**src/rtl/vga_dither_out.sv**
```systemverilog
// TinyVGA PMOD output stage: 4x4 Bayer dither of 8-bit RGB down to 2 bits per channel,
// blanking, pin packing with delay-matched syncs, plus the frame counter for pattern logic.
module vga_dither_out #(
    parameter int DITHER_EN = 1,
    parameter int TEMPORAL  = 1,
    parameter int FRAME_W   = 12
) (
    input  logic               clk,
    input  logic               reset,
    input  logic               hsync_in,
    input  logic               vsync_in,
    input  logic               display_on,
    input  logic [9:0]         hpos,
    input  logic [9:0]         vpos,
    input  logic [7:0]         r_in,
    input  logic [7:0]         g_in,
    input  logic [7:0]         b_in,
    output logic [7:0]         uo_out,
    output logic [FRAME_W-1:0] frame_count,
    output logic               frame_start
);

    // Indexed by {y[1:0], x[1:0]}
    localparam logic [3:0] BAYER [16] = '{
        4'd0,  4'd8,  4'd2,  4'd10,
        4'd12, 4'd4,  4'd14, 4'd6,
        4'd3,  4'd11, 4'd1,  4'd9,
        4'd15, 4'd7,  4'd13, 4'd5
    };

    logic               vsync_prev_q;
    logic [FRAME_W-1:0] frame_q, frame_d;
    logic               fstart_q, fstart_d;

    logic       hs1_q, vs1_q, de1_q;
    logic [7:0] r1_q, g1_q, b1_q;
    logic [3:0] t1_q, t_d, t_raw;

    logic [7:0] uo_q, uo_d;
    logic [1:0] qr, qg, qb;

    // Only the low two position bits select the matrix cell.
    logic unused_pos;
    assign unused_pos = ^{hpos[9:2], vpos[9:2]};

    function automatic logic [1:0] quant(input logic [7:0] v, input logic [3:0] t);
        logic [8:0] s;
        s = {1'b0, v} + {3'b000, t, 2'b00};
        return s[8] ? 2'b11 : s[7:6];
    endfunction

    always_comb begin
        fstart_d = vsync_in & ~vsync_prev_q;
        frame_d  = frame_q + FRAME_W'(fstart_d);
    end

    // Odd frames use the complemented threshold (15 - t) to average out the pattern.
    always_comb begin
        t_raw = BAYER[{vpos[1:0], hpos[1:0]}];
        t_d   = t_raw;
        if (TEMPORAL != 0 && frame_q[0]) t_d = ~t_raw;
        if (DITHER_EN == 0) t_d = 4'd0;
    end

    always_comb begin
        qr = quant(r1_q, t1_q);
        qg = quant(g1_q, t1_q);
        qb = quant(b1_q, t1_q);
        if (!de1_q) begin
            qr = 2'b00;
            qg = 2'b00;
            qb = 2'b00;
        end
        uo_d = {hs1_q, qb[0], qg[0], qr[0], vs1_q, qb[1], qg[1], qr[1]};
    end

    always_ff @(posedge clk or posedge reset) begin
        if (reset) begin
            vsync_prev_q <= 1'b0;
            frame_q      <= '0;
            fstart_q     <= 1'b0;
            hs1_q        <= 1'b0;
            vs1_q        <= 1'b0;
            de1_q        <= 1'b0;
            r1_q         <= 8'd0;
            g1_q         <= 8'd0;
            b1_q         <= 8'd0;
            t1_q         <= 4'd0;
            uo_q         <= 8'd0;
        end else begin
            vsync_prev_q <= vsync_in;
            frame_q      <= frame_d;
            fstart_q     <= fstart_d;
            hs1_q        <= hsync_in;
            vs1_q        <= vsync_in;
            de1_q        <= display_on;
            r1_q         <= r_in;
            g1_q         <= g_in;
            b1_q         <= b_in;
            t1_q         <= t_d;
            uo_q         <= uo_d;
        end
    end

    assign uo_out      = uo_q;
    assign frame_count = frame_q;
    assign frame_start = fstart_q;

endmodule
```
**config.mk**
```make
export PLATFORM = sky130hd
export DESIGN_NAME = vga_dither_out
export DESIGN_NICKNAME = d
export VERILOG_FILES = /design/src/rtl/vga_dither_out.sv
export SDC_FILE = /design/constraint.sdc
export NUM_CORES = 1
export LEC_CHECK = 0
export CAP_MARGIN = 20
export CELL_PAD_IN_SITES_DETAIL_PLACEMENT = 1
export CELL_PAD_IN_SITES_GLOBAL_PLACEMENT = 2
export CORE_UTILIZATION = 28
export CTS_BUF_LIST = sky130_fd_sc_hd__clkbuf_4 sky130_fd_sc_hd__clkbuf_8
export DETAILED_ROUTE_END_ITERATION = 10
export PLACE_DENSITY_LB_ADDON = 0.1
export SLEW_MARGIN = 30
export SYNTH_ARGS = -nofsm -noshare
export SYNTH_HDL_FRONTEND = slang
export SYNTH_SLANG_ARGS = --single-unit
```
**constraint.sdc**
```tcl
create_clock -name clk -period 2.09 [get_ports clk]
set_input_delay 0.209 -clock clk [delete_from_list [all_inputs] [get_ports clk]]
set_output_delay 0.209 -clock clk [all_outputs]
set_load 0.03 [all_outputs]
```
==> impl_metrics.yaml <==
run_status:
  status: "completed"
critical_path:
  crit_type: "input pin to flip-flop"
  cp.required_ps: 2310
  path_cells: "clkdlybuf4s50_1, nor2b_1, ha_1, ha_1, nand3_1, nor3_1, xor2_1"
  crit_start: "vsync_in"
  cp_num_buf_inv: 1
  endpoint_kind: "flip-flop"
  reg2reg_to: "frame_count[8]"
  critical_path_depth: 7
  startpoint_type: "input pin"
  critPathSlowestCell: "clkdlybuf4s50_1"
  cp_slowest_stage_delay_ps: 470
  critical-path-top-delay-family: "simple AND/OR/NAND/NOR gates"
  crit_end: "frame_count[8]"
  timing.rr.start: "vs1_q"
  cp_max_fo: 4
  r2r_cells: 6
  rrSetupSlack_ps: 440
  arrival_ps: 1890
  cpMostUsedCell: "ha_1"
die:
  ios: 70
  start_util_pct: 29.0
  coreArea_um2: 5890
  die-area_um2: 6410
  die_y_um: 80.1
  die_w_um: 80.1
  num_rows: 28
power_and_ir_drop:
  power_density_nw_per_um2: 1050
  leakagePower_nw: 1.08
  ir_worst_vdd_v: 0.000533
  p_total_mw: 2.50
clock_tree:
  clockRootBuffer: "clkbuf_8"
  ctsResizeCount: 0
  cts_sinks: 46
  cts_hold_buffers: 0
  clk_latency_ps: 300
  htree_levels: 2
  cts_buffer_depth: 2
  post_cts_buffers: 0
  cts_buffers: 5
  cts_tree: "built"
  clk_pin_slew_ps: 90
timing:
  period_needed_ps: 1670
  maxSlewViolCount: 0
  slew_headroom_pct: 78.3
  fin_crit_sh_pct: 79.7
  holdWs_ps: 258
  max_clock_freq_ghz: 0.600
  tns_ps: 0
  hold_viol: 0
  fin_worst_skew_ps: 7.16
  tightestPinTransition_ps: 324
  rsz0062_at_grt: "false"
  setup_viol_count_final: 0
routing:
  routedWlPerCell_um: 13.2
  firstDrtPassIters: 3
  drc: 0
  routed_via_density: 4.35
  vias: 1101
  drt_iter0_markers: 47
  totalWireLength_um: 3340
  postRouteAntennaNets: 0
cells_and_area:
  final_cell_area_um2: 2390
  num-nets-final: 237
  syn2layout_area_growth_pct: 40.0
  drive_gt1_share_pct: 7.30
  antenna_cells: 0
grt:
  gr-total-overflow: 0
  grt_pass1_vias: 1162
  grt_antenna_before_repair: 0
  track_usage_pct: 12.0
  grt_max_degree: 47
  grt_pass1_wl_um: 5600
run:
  maxCapViolations: 0
yosys:
  synthFlopType: "dfrtp_1"
  synth_edf_count: 0
  synth_cell_types: 25
  synth_nets: 182
  async_reset_ff_share_pct: 100
  synth-seq-area-share_pct: 67.4
  synth_area_um2: 1710
  synth-seq-cells: 46
  yosys_warnings: 0
  syn_inst: 122
  syn_avg_cell_area_um2: 14.0
min_path:
  hp-class: "input pin to async pin"
place:
  post-dp-hpwl_um: 2500
  dpl_cell_area_um2: 2290
  portBuffers: 47
  finalWeightedCongestion: 0.704
-- state kept, by name, indices dropped and copies added (netlist names) --
register     cells
b1_q             6
de1_q            1
frame_count     12
frame_start      1
g1_q             6
hs1_q            1
r1_q             6
t1_q             4
uo_out           8
vs1_q            1
-- per-stage QoR --
step / cells / worst slack, ps / util (%)
2_1_floorplan: 122 / 568 / -
3_3_place_gp: 245 / 151 / 39.0
3_5_place_dp: 245 / 52.0 / 39.0
4_1_cts: 253 / 370 / 40.6
5_1_grt: 253 / 196 / 40.6
6_report: 253 / 423 / 40.6
-- cell usage after synthesis, drive strengths merged (2+ instances only) --
cell type	instances	area (um^2)
dfrtp	46	1150
ha	11	138
xor2	10	87.6
inv	8	30.0
nand3	6	30.0
nor3	5	25.0
nand2	4	15.0
o21ai	4	20.0
xnor2	4	35.0
a22o	3	27.5
and2	3	18.8
nor2	3	11.3
a22oi	2	15.0
mux2i	2	20.0
nor2b	2	12.5
-- worst reg2reg max path, cell delays in order, from the launching register on --
cell     delay, ps
dfrtp_1        390
nor2b_1        170
ha_1           230
ha_1           190
nand3_1        190
nor3_1         250
xor2_1         170
-- logic make-up after synthesis --
logic type / count (synthesis) / share of synthesized area, %
DFF: 46 / 67.4
and+or+nand+nor: 27 / 8.43
AOI/OAI and AO/OA: 13 / 5.72
muxes: 2 / 1.17
adders and majority gates: 11 / 8.06
xor gates and xnor gates: 14 / 7.18
buffers and inverters: 9 / 1.98
-- layout make-up --
class | count | area [um^2]
inverters | 8 | 30.0
fillers | 635 | 3500
repair buffers | 49 | 498
flip-flops and latches | 46 | 1150
well taps | 75 | 93.8
multi-input cells | 67 | 522
clock buffers | 6 | 82.6
clock inverters | 2 | 12.5
-- power by group --
group	internal (mW)	switching [mW]
logic	0.364	0.405
clock network	0.266	0.298
registers	1.04	0.132
total	1.67	0.835
-- metal layers --
layer  vias to the layer above  part of all wire [%]  GRT usage [%]
met5                         -                     0              0
met4                         0                   1.7           4.82
met3                         5                   7.0           4.32
met2                        29                    50           19.8
met1                       545                    41           14.2
li1                        522                     -              -
-- layout by cell type, fill, tap and decap left out, types with 2 or more instances in the layout --
cell,count
mux2i_1,2
nand2_1,4
and2_1,3
ha_1,11
xnor2_1,4
nor2_1,3
dfrtp_1,46
nor3_1,5
a22o_1,2
inv_1,7
o21ai_0,4
nand3_1,6
a22oi_1,2
xor2_1,10
clkdlybuf4s50_1,47
nor2b_1,2
clkbuf_8,6
-- how the worst min path moves through the flow --
stage                 start  slack [ps]  cells past startpoint             end
floorplan           b_in[2]         240                      0         b1_q[2]
global placement      hs1_q         330                      0       uo_out[7]
detailed placement    hs1_q         340                      0       uo_out[7]
CTS                   reset         270                      3  frame_count[0]
global route          reset         290                      3       uo_out[7]
finish                reset         260                      3     frame_start
Power figures use the tool's default switching activity.
